### src/rtl/core_pkg.sv
// Shared core definitions: micro-op type codes, default tag widths and op-class helpers.
// Used by the issue queue, the ALU execution lanes and writeback.
package core_pkg;

    localparam int unsigned RobWDef  = 16;
    localparam int unsigned PregWDef = 6;

    typedef enum logic [3:0] {
        OpNone = 4'd0,
        OpAdd  = 4'd1,
        OpAddi = 4'd2,
        OpLui  = 4'd3,
        OpOri  = 4'd4,
        OpXor  = 4'd5,
        OpSrai = 4'd6,
        OpLb   = 4'd7,
        OpLw   = 4'd8,
        OpSb   = 4'd9,
        OpSw   = 4'd10
    } optype_e;

    typedef struct packed {
        logic [31:0] result;
        logic        we;
        logic        is_mem;
        logic        is_store;
        logic        mem_byte;
        logic [31:0] store_data;
    } exec_res_t;

    function automatic logic is_alu_op(logic [3:0] op);
        return op inside {OpAdd, OpAddi, OpLui, OpOri, OpXor, OpSrai};
    endfunction

    function automatic logic is_mem_op(logic [3:0] op);
        return op inside {OpLb, OpLw, OpSb, OpSw};
    endfunction

    function automatic logic is_store_op(logic [3:0] op);
        return op inside {OpSb, OpSw};
    endfunction

    function automatic logic is_byte_op(logic [3:0] op);
        return op inside {OpLb, OpSb};
    endfunction

    function automatic logic is_legal_op(logic [3:0] op);
        return is_alu_op(op) | is_mem_op(op);
    endfunction

endpackage

### src/rtl/alu_exec_lane_if.sv
// Issue-side and writeback-side handshake bundle of one ALU execution lane.
// master = issue queue / writeback environment, slave = the lane.
interface alu_exec_lane_if
    import core_pkg::*;
#(
    parameter int unsigned ROB_W  = RobWDef,
    parameter int unsigned PREG_W = PregWDef
);
    logic              issue_valid;
    logic              fu_ready_out;
    logic [31:0]       issue_pc;
    logic [3:0]        issue_optype;
    logic [31:0]       issue_src1;
    logic [31:0]       issue_src2;
    logic [31:0]       issue_imm;
    logic [PREG_W-1:0] issue_dest;
    logic [ROB_W-1:0]  issue_rob;

    logic              wb_valid;
    logic              wb_ready;
    logic [31:0]       wb_pc;
    logic [ROB_W-1:0]  wb_rob;
    logic [PREG_W-1:0] wb_dest;
    logic [31:0]       wb_result;
    logic              wb_we;
    logic              wb_is_mem;
    logic              wb_is_store;
    logic              wb_mem_byte;
    logic [31:0]       wb_store_data;
    logic [1:0]        wb_alu_num;

    modport master (
        output issue_valid, issue_pc, issue_optype, issue_src1, issue_src2, issue_imm,
               issue_dest, issue_rob, wb_ready,
        input  fu_ready_out, wb_valid, wb_pc, wb_rob, wb_dest, wb_result, wb_we, wb_is_mem,
               wb_is_store, wb_mem_byte, wb_store_data, wb_alu_num
    );

    modport slave (
        input  issue_valid, issue_pc, issue_optype, issue_src1, issue_src2, issue_imm,
               issue_dest, issue_rob, wb_ready,
        output fu_ready_out, wb_valid, wb_pc, wb_rob, wb_dest, wb_result, wb_we, wb_is_mem,
               wb_is_store, wb_mem_byte, wb_store_data, wb_alu_num
    );

endinterface

### src/rtl/alu_exec_core.sv
// Combinational ALU / address-generation datapath placed between the S1 and S2 registers.
module alu_exec_core
    import core_pkg::*;
(
    input  logic [3:0]  optype_i,
    input  logic [31:0] src1_i,
    input  logic [31:0] src2_i,
    input  logic [31:0] imm_i,
    output exec_res_t   res_o
);

    always_comb begin
        res_o = '0;
        case (optype_i)
            OpAdd:                        res_o.result = src1_i + src2_i;
            OpAddi, OpLb, OpLw, OpSb, OpSw: res_o.result = src1_i + imm_i;
            OpLui:                        res_o.result = imm_i;
            OpOri:                        res_o.result = src1_i | imm_i;
            OpXor:                        res_o.result = src1_i ^ src2_i;
            OpSrai:                       res_o.result = $unsigned($signed(src1_i) >>> imm_i[4:0]);
            default:                      res_o.result = '0;
        endcase
        res_o.we         = is_alu_op(optype_i);
        res_o.is_mem     = is_mem_op(optype_i);
        res_o.is_store   = is_store_op(optype_i);
        res_o.mem_byte   = is_byte_op(optype_i);
        res_o.store_data = is_store_op(optype_i) ? src2_i : '0;
    end

endmodule

### src/rtl/alu_exec_lane.sv
// Two-stage ALU execution lane (S1 operand latch, S2 result register) with valid/ready flow.
// Optional performance counters are enabled by defining ALU_PERF_CNT_EN.
module alu_exec_lane
    import core_pkg::*;
#(
    parameter int unsigned LANE_ID = 0,
    parameter int unsigned ROB_W   = RobWDef,
    parameter int unsigned PREG_W  = PregWDef
) (
    input  logic           clk,
    input  logic           rst,
    input  logic           flush,
    alu_exec_lane_if.slave bus
`ifdef ALU_PERF_CNT_EN
    ,
    output logic [31:0]    perf_issued,
    output logic [31:0]    perf_stall,
    output logic [15:0]    perf_illegal
`endif
);

    typedef struct packed {
        logic [31:0]       pc;
        logic [3:0]        op;
        logic [31:0]       src1;
        logic [31:0]       src2;
        logic [31:0]       imm;
        logic [PREG_W-1:0] dest;
        logic [ROB_W-1:0]  rob;
    } s1_t;

    typedef struct packed {
        logic [31:0]       pc;
        logic [PREG_W-1:0] dest;
        logic [ROB_W-1:0]  rob;
        exec_res_t         res;
    } s2_t;

    logic      s1_valid_q, s1_valid_d;
    logic      s2_valid_q, s2_valid_d;
    s1_t       s1_q, s1_d;
    s2_t       s2_q, s2_d;
    logic      s1_adv, s2_adv, accept, issue_legal;
    exec_res_t exec_res;

    // wb_ready reaches fu_ready_out combinationally so a full pipe still streams at 1/cycle
    assign s2_adv           = ~s2_valid_q | bus.wb_ready;
    assign s1_adv           = ~s1_valid_q | s2_adv;
    assign bus.fu_ready_out = s1_adv;
    assign accept           = bus.issue_valid & s1_adv;
    assign issue_legal      = is_legal_op(bus.issue_optype);

    alu_exec_core u_core (
        .optype_i (s1_q.op),
        .src1_i   (s1_q.src1),
        .src2_i   (s1_q.src2),
        .imm_i    (s1_q.imm),
        .res_o    (exec_res)
    );

    always_comb begin
        s1_valid_d = s1_valid_q;
        s2_valid_d = s2_valid_q;
        s1_d       = s1_q;
        s2_d       = s2_q;
        // Illegal op-codes are consumed at the handshake but leave S1 empty
        if (s1_adv) begin
            s1_valid_d = accept & issue_legal;
        end
        if (accept) begin
            s1_d.pc   = bus.issue_pc;
            s1_d.op   = bus.issue_optype;
            s1_d.src1 = bus.issue_src1;
            s1_d.src2 = bus.issue_src2;
            s1_d.imm  = bus.issue_imm;
            s1_d.dest = bus.issue_dest;
            s1_d.rob  = bus.issue_rob;
        end
        if (s2_adv) begin
            s2_valid_d = s1_valid_q;
        end
        if (s2_adv && s1_valid_q) begin
            s2_d.pc   = s1_q.pc;
            s2_d.dest = s1_q.dest;
            s2_d.rob  = s1_q.rob;
            s2_d.res  = exec_res;
        end
        if (flush) begin
            s1_valid_d = 1'b0;
            s2_valid_d = 1'b0;
        end
    end

    always_ff @(posedge clk or posedge rst) begin
        if (rst) begin
            s1_valid_q <= 1'b0;
            s2_valid_q <= 1'b0;
            s1_q       <= '0;
            s2_q       <= '0;
        end else begin
            s1_valid_q <= s1_valid_d;
            s2_valid_q <= s2_valid_d;
            s1_q       <= s1_d;
            s2_q       <= s2_d;
        end
    end

    assign bus.wb_valid      = s2_valid_q;
    assign bus.wb_pc         = s2_q.pc;
    assign bus.wb_rob        = s2_q.rob;
    assign bus.wb_dest       = s2_q.dest;
    assign bus.wb_result     = s2_q.res.result;
    assign bus.wb_we         = s2_q.res.we;
    assign bus.wb_is_mem     = s2_q.res.is_mem;
    assign bus.wb_is_store   = s2_q.res.is_store;
    assign bus.wb_mem_byte   = s2_q.res.mem_byte;
    assign bus.wb_store_data = s2_q.res.store_data;
    assign bus.wb_alu_num    = 2'(LANE_ID);

`ifdef ALU_PERF_CNT_EN
    logic [31:0] issued_q, issued_d;
    logic [31:0] stall_q, stall_d;
    logic [15:0] illegal_q, illegal_d;

    always_comb begin
        issued_d  = issued_q;
        stall_d   = stall_q;
        illegal_d = illegal_q;
        if (accept && issue_legal)         issued_d  = issued_q + 32'd1;
        if (accept && !issue_legal)        illegal_d = illegal_q + 16'd1;
        if (s2_valid_q && !bus.wb_ready)   stall_d   = stall_q + 32'd1;
    end

    always_ff @(posedge clk or posedge rst) begin
        if (rst) begin
            issued_q  <= '0;
            stall_q   <= '0;
            illegal_q <= '0;
        end else begin
            issued_q  <= issued_d;
            stall_q   <= stall_d;
            illegal_q <= illegal_d;
        end
    end

    assign perf_issued  = issued_q;
    assign perf_stall   = stall_q;
    assign perf_illegal = illegal_q;
`endif

endmodule

### src/flat_wrapper.sv
// flat-port wrapper written by rule: the top's interface ports become plain ports
module alu_exec_lane_flat import core_pkg::*;
#(
    parameter int unsigned LANE_ID = 0,
    parameter int unsigned ROB_W   = RobWDef,
    parameter int unsigned PREG_W  = PregWDef
)
  (clk, rst, flush, bus_issue_valid, bus_issue_pc, bus_issue_optype, bus_issue_src1, bus_issue_src2, bus_issue_imm, bus_issue_dest, bus_issue_rob, bus_wb_ready, bus_fu_ready_out, bus_wb_valid, bus_wb_pc, bus_wb_rob, bus_wb_dest, bus_wb_result, bus_wb_we, bus_wb_is_mem, bus_wb_is_store, bus_wb_mem_byte, bus_wb_store_data, bus_wb_alu_num);
  alu_exec_lane_if #(.ROB_W(ROB_W), .PREG_W(PREG_W)) bus_i ();
  input  logic clk;
  input  logic rst;
  input  logic flush;
  input wire logic [$bits(bus_i.issue_valid)-1:0] bus_issue_valid;
  input wire logic [$bits(bus_i.issue_pc)-1:0] bus_issue_pc;
  input wire logic [$bits(bus_i.issue_optype)-1:0] bus_issue_optype;
  input wire logic [$bits(bus_i.issue_src1)-1:0] bus_issue_src1;
  input wire logic [$bits(bus_i.issue_src2)-1:0] bus_issue_src2;
  input wire logic [$bits(bus_i.issue_imm)-1:0] bus_issue_imm;
  input wire logic [$bits(bus_i.issue_dest)-1:0] bus_issue_dest;
  input wire logic [$bits(bus_i.issue_rob)-1:0] bus_issue_rob;
  input wire logic [$bits(bus_i.wb_ready)-1:0] bus_wb_ready;
  output wire logic [$bits(bus_i.fu_ready_out)-1:0] bus_fu_ready_out;
  output wire logic [$bits(bus_i.wb_valid)-1:0] bus_wb_valid;
  output wire logic [$bits(bus_i.wb_pc)-1:0] bus_wb_pc;
  output wire logic [$bits(bus_i.wb_rob)-1:0] bus_wb_rob;
  output wire logic [$bits(bus_i.wb_dest)-1:0] bus_wb_dest;
  output wire logic [$bits(bus_i.wb_result)-1:0] bus_wb_result;
  output wire logic [$bits(bus_i.wb_we)-1:0] bus_wb_we;
  output wire logic [$bits(bus_i.wb_is_mem)-1:0] bus_wb_is_mem;
  output wire logic [$bits(bus_i.wb_is_store)-1:0] bus_wb_is_store;
  output wire logic [$bits(bus_i.wb_mem_byte)-1:0] bus_wb_mem_byte;
  output wire logic [$bits(bus_i.wb_store_data)-1:0] bus_wb_store_data;
  output wire logic [$bits(bus_i.wb_alu_num)-1:0] bus_wb_alu_num;
  assign bus_i.issue_valid = bus_issue_valid;
  assign bus_i.issue_pc = bus_issue_pc;
  assign bus_i.issue_optype = bus_issue_optype;
  assign bus_i.issue_src1 = bus_issue_src1;
  assign bus_i.issue_src2 = bus_issue_src2;
  assign bus_i.issue_imm = bus_issue_imm;
  assign bus_i.issue_dest = bus_issue_dest;
  assign bus_i.issue_rob = bus_issue_rob;
  assign bus_i.wb_ready = bus_wb_ready;
  assign bus_fu_ready_out = bus_i.fu_ready_out;
  assign bus_wb_valid = bus_i.wb_valid;
  assign bus_wb_pc = bus_i.wb_pc;
  assign bus_wb_rob = bus_i.wb_rob;
  assign bus_wb_dest = bus_i.wb_dest;
  assign bus_wb_result = bus_i.wb_result;
  assign bus_wb_we = bus_i.wb_we;
  assign bus_wb_is_mem = bus_i.wb_is_mem;
  assign bus_wb_is_store = bus_i.wb_is_store;
  assign bus_wb_mem_byte = bus_i.wb_mem_byte;
  assign bus_wb_store_data = bus_i.wb_store_data;
  assign bus_wb_alu_num = bus_i.wb_alu_num;
  alu_exec_lane #(.LANE_ID(LANE_ID), .ROB_W(ROB_W), .PREG_W(PREG_W)) u_core (.clk(clk), .rst(rst), .flush(flush), .bus(bus_i));
endmodule
### config.mk
export PLATFORM = sky130hd
export DESIGN_NAME = alu_exec_lane_flat
export DESIGN_NICKNAME = d
export VERILOG_FILES = /design/src/rtl/core_pkg.sv /design/src/rtl/alu_exec_lane_if.sv /design/src/rtl/alu_exec_core.sv /design/src/rtl/alu_exec_lane.sv /design/src/flat_wrapper.sv
export SDC_FILE = /design/constraint.sdc
export NUM_CORES = 1
export LEC_CHECK = 0
export CORE_MARGIN = 3
export CORE_UTILIZATION = 30
export DETAILED_ROUTE_END_ITERATION = 8
export HOLD_SLACK_MARGIN = 0.12
export RECOVER_POWER = 50
export SKIP_CTS_REPAIR_TIMING = 1
export SYNTH_ARGS = -nofsm -noshare
export SYNTH_HDL_FRONTEND = slang
export SYNTH_HIERARCHICAL = 1
export SYNTH_SLANG_ARGS = --single-unit
### constraint.sdc
create_clock -name clk -period 12.2 [get_ports clk]
set_input_delay 1.83 -clock clk [delete_from_list [all_inputs] [get_ports clk]]
set_output_delay 1.83 -clock clk [all_outputs]
set_load 0.005 [all_outputs]
==> implementation parameters <==
Parameter                              Value

Timing
  Ratio of final minimum period to clock period ... 58.75%
  Final hold viol count ... 0
  Worst hold margin ... 0.4816 ns
  Max-slew violation total from the final report ... 271
  Minimum period implied by the final worst setup slack ... 7.167 ns
  Achievable Freq ... 0.1395 GHz
  Final setup margin ... 5.033 ns
  Unrepaired setup endpoints after global routing ... false
  Clock skew after layout ... ~0.01 ns
  Worst-Margin Slew ... roughly 5.3 ns
  Sum of negative setup slack ... 0 ns
  Final setup violation count ... 0
  Relative slew slack ... -253.7%

Floorplanning
  Starting density of the core ... 30.56%
  Die Y ... 233 um
  Total I/O pin count ... 285
  Die Area ... between 50,000 and 60,000 um2
  Width of the chip ... 233 um
  Core outline area ... between 50,000 and 60,000 um2
  # rows ... 82

Global routing
  Total overflow reported by the global router ... 0
  Via count of the first global-routing pass ... 12,026
  First-pass GRT wire length ... 75,100 um
  Initial antenna violation count ... 2
  Total global routing track utilization ... 17.99%
  Pin count of the biggest net entering global routing ... ~160

Cells and area
  Finished Core Util ... 39.53%
  Number of nets in the finished design ... 1,752
  Most frequent standard cell in the layout excluding fill and tap cells ... sky130_fd_sc_hd__dfrtp_1
  Area of the multi-input gates ... 8008 um2
  Non-filler cells in the finished layout ... 2,253
  Number of filler cells placed in the layout ... ~4,900
  Signed area change from the synthesized netlist to the final layout ... 29.33%
  Share of final-layout standard cells stronger than drive strength 1 ... 18.16%
  Sequential standard cell area ... a little under 7000 um2
  Leading cell types in the layout, fill and taps excluded ... sky130_fd_sc_hd__dfrtp_1, sky130_fd_sc_hd__mux2_2, sky130_fd_sc_hd__clkdlybuf4s50_1, sky130_fd_sc_hd__mux2_1, sky130_fd_sc_hd__dlygate4sd3_1

Synth
  Warning count from the yosys run ... 6
  Combinational family with the most area after synthesis ... multiplexers
  #FFs+latches synth ... 278
  Parity-gate share of the synthesized area counting xor and xnor cells ... 3.456%
  Post-synthesis instance area ... 15,460 um2
  EDFF count, synth ... 0
  Seq/Total Area, Yosys ... 45.00%
  Post-Syn Instances ... 1,306
  Number of library cell types mapped by synthesis ... just over 70
  Simple-gate area share of the yosys netlist ... around 7.0%
  Mean cell area of the mapped netlist ... 11.84 um2
  Fraction of synthesis flops using an asynchronous set or reset pin ... 100.0%
  Synth Flop Type ... sky130_fd_sc_hd__dfrtp_1
  Fraction of the mapped netlist area in adder cells ... 3.124%
  Share of synthesized area spent on multiplexers ... 27.36%
  Area fraction in compound gates after synthesis ... 10.85%

Place
  Number of buffers added on ports ... ~280
  Detailed Place HPWL ... 35,220 um
  Pre-CTS worst setup slack ... 7.266 ns
  Number of placed instances with taps included ... ~2,200
  RePlAce Congestion ... 0.9410

Clock tree
  CTS sink count ... around 280
  Later-pin clock latency in the skew report ... about 0.53 ns
  Number of buffers inserted during clock tree synthesis ... 34
  CTS tree ... built
  Maximum count of clock buffers along a single path ... 3
  Clock Pin Slew Worst Setup and Hold Paths ... 0.06 ns
  Number of H-tree levels ... 2
  Root Buffer ... sky130_fd_sc_hd__clkbuf_16

Hold path
  Class of the worst hold path ... flip-flop to flip-flop
  Worst min-delay path startpoint ... u_core/s1_q[141]

Outcome
  Run status ... complete, but fails checks
  Violated checks ... max-capacitance violations, max-slew violations

Drt
  Total number of vias ... 11,594
  Post-route DRC violation count ... 0
  Post-detailed-routing wire length ... 49,090 um
  Initial DRT Pass Iterations ... 5
  Final antenna-violating net count ... 0
  Initial DRC Count ... 804
  Via-to-Cell Ratio ... 5.146
  Wire length per cell ... 21.79 um

Critical path
  CP Data Required Time ... between 10 and 15 ns
  Arrival time at the worst endpoint ... 7.57 ns
  FF-to-FF Start ... u_core/bus.wb_valid
  Path type of the worst setup path ... primary input to flip-flop
  Critical Path End Type ... flip-flop
  Max Fanout on Critical Path ... about 100
  Launching instance or port of the critical path ... bus_wb_ready
  Worst R2R Setup Slack ... ~6.6 ns
  Startpoint type of the worst setup path ... primary input

Pwr
  Power density over the cells ... roughly 170 nW/um2
  P_leak ... 0.008389 uW
  Peak supply drop ... 97.51 uV

Flow run
  Maxcap violations ... 3
[stage by stage]
step	total power, uW	instance area, um2
6_report	3361	19990
5_1_grt	3564	19990
4_1_cts	3453	20040
3_5_place_dp	2367	18870
3_3_place_gp	2355	18870
2_1_floorplan	1834	15460
[layer usage]
metal	share of wire, %	vias up	GRT usage (%)
li1	-	5280	-
met1	44	5826	24.01
met2	46	401	28.65
met3	7.6	83	5.069
met4	2.3	4	4.773
met5	0.043	-	0
[registers in the layout (all words and copies together), names as in the netlist]
signal,cells
u_core/bus.wb_is_mem,1
u_core/bus.wb_rob,16
u_core/bus.wb_valid,1
u_core/bus.wb_result,32
u_core/bus.wb_pc,32
u_core/s1_q,154
u_core/bus.wb_mem_byte,1
u_core/bus.wb_dest,6
u_core/bus.wb_is_store,1
u_core/bus.wb_store_data,32
u_core/bus.wb_we,1
u_core/s1_valid_q,1
[cells in the mapped netlist (4+ instances only)]
cell type | instances | share of area [%]
sky130_fd_sc_hd__dfrtp_1 | 278 | 45
sky130_fd_sc_hd__mux2_2 | 172 | 13
sky130_fd_sc_hd__mux2_1 | 140 | 10
sky130_fd_sc_hd__nand2_1 | 96 | 2.3
sky130_fd_sc_hd__a21oi_1 | 65 | 2.1
sky130_fd_sc_hd__o21ai_0 | 58 | 1.9
sky130_fd_sc_hd__xnor2_1 | 52 | 2.9
sky130_fd_sc_hd__nor2_1 | 45 | 1.1
sky130_fd_sc_hd__clkbuf_1 | 43 | 1.0
sky130_fd_sc_hd__and2_1 | 37 | 1.5
sky130_fd_sc_hd__ha_1 | 37 | 3.0
sky130_fd_sc_hd__mux2i_1 | 22 | 1.4
sky130_fd_sc_hd__mux4_2 | 22 | 3.2
sky130_fd_sc_hd__buf_4 | 20 | 0.97
sky130_fd_sc_hd__buf_2 | 18 | 0.58
sky130_fd_sc_hd__inv_1 | 16 | 0.39
sky130_fd_sc_hd__a222oi_1 | 14 | 0.91
sky130_fd_sc_hd__a211oi_1 | 13 | 0.63
sky130_fd_sc_hd__o221ai_1 | 10 | 0.57
sky130_fd_sc_hd__a221oi_1 | 9 | 0.51
sky130_fd_sc_hd__nor3_1 | 9 | 0.29
sky130_fd_sc_hd__o211ai_1 | 9 | 0.44
sky130_fd_sc_hd__xor2_1 | 9 | 0.51
sky130_fd_sc_hd__a21o_1 | 8 | 0.39
sky130_fd_sc_hd__a221o_1 | 7 | 0.45
sky130_fd_sc_hd__nand4_1 | 7 | 0.28
sky130_fd_sc_hd__nand3_1 | 6 | 0.19
sky130_fd_sc_hd__nand2b_1 | 5 | 0.20
sky130_fd_sc_hd__nor2b_1 | 5 | 0.20
sky130_fd_sc_hd__o21bai_1 | 5 | 0.24
sky130_fd_sc_hd__o31ai_1 | 4 | 0.19
[worst max-delay path, stage by stage]
cell                            delay [ns]
sky130_fd_sc_hd__dlygate4sd3_1        0.56
sky130_fd_sc_hd__nand3b_1             0.21
sky130_fd_sc_hd__nand2_1              3.34
sky130_fd_sc_hd__buf_4                0.98
sky130_fd_sc_hd__mux2_2               0.42
[worst paths after layout]
path	endpoint	cells after the start
min in group asynchronous	u_core/s1_q[128]	2
setup reg to reg	u_core/s1_q[103]	4
max in group asynchronous	u_core/bus.wb_result[21]	2
setup / recovery	u_core/s1_q[103]	5
hold / removal	u_core/bus.wb_pc[19]	1
hold reg to reg	u_core/bus.wb_pc[19]	1
[power by group]
part           total, uW  internal [uW]  switching [uW]
registers           1230           1090             134
logic               1090            561             526
clock network       1050            656             391
total               3360           2310            1050
[final cells by class]
class / count / share of cell area [%]
clock inverters: 8 / 0.6070
multi-input cells: 926 / 40.05
clock buffers: 53 / 5.269
well taps: 672 / 4.206
inverters: 19 / 0.3630
repair buffers: 296 / 14.69
flip-flops and latches: 278 / 34.80
diodes: 1 / 0.01252
[cell families after synthesis]
group           count (synthesis)
flops                         278
mux                           356
buf+inv                       103
fa+ha+maj                      38
xor+xnor                       61
simple gates                  227
compound gates                242
other cells                     1
(Power assumes the default switching activity.)
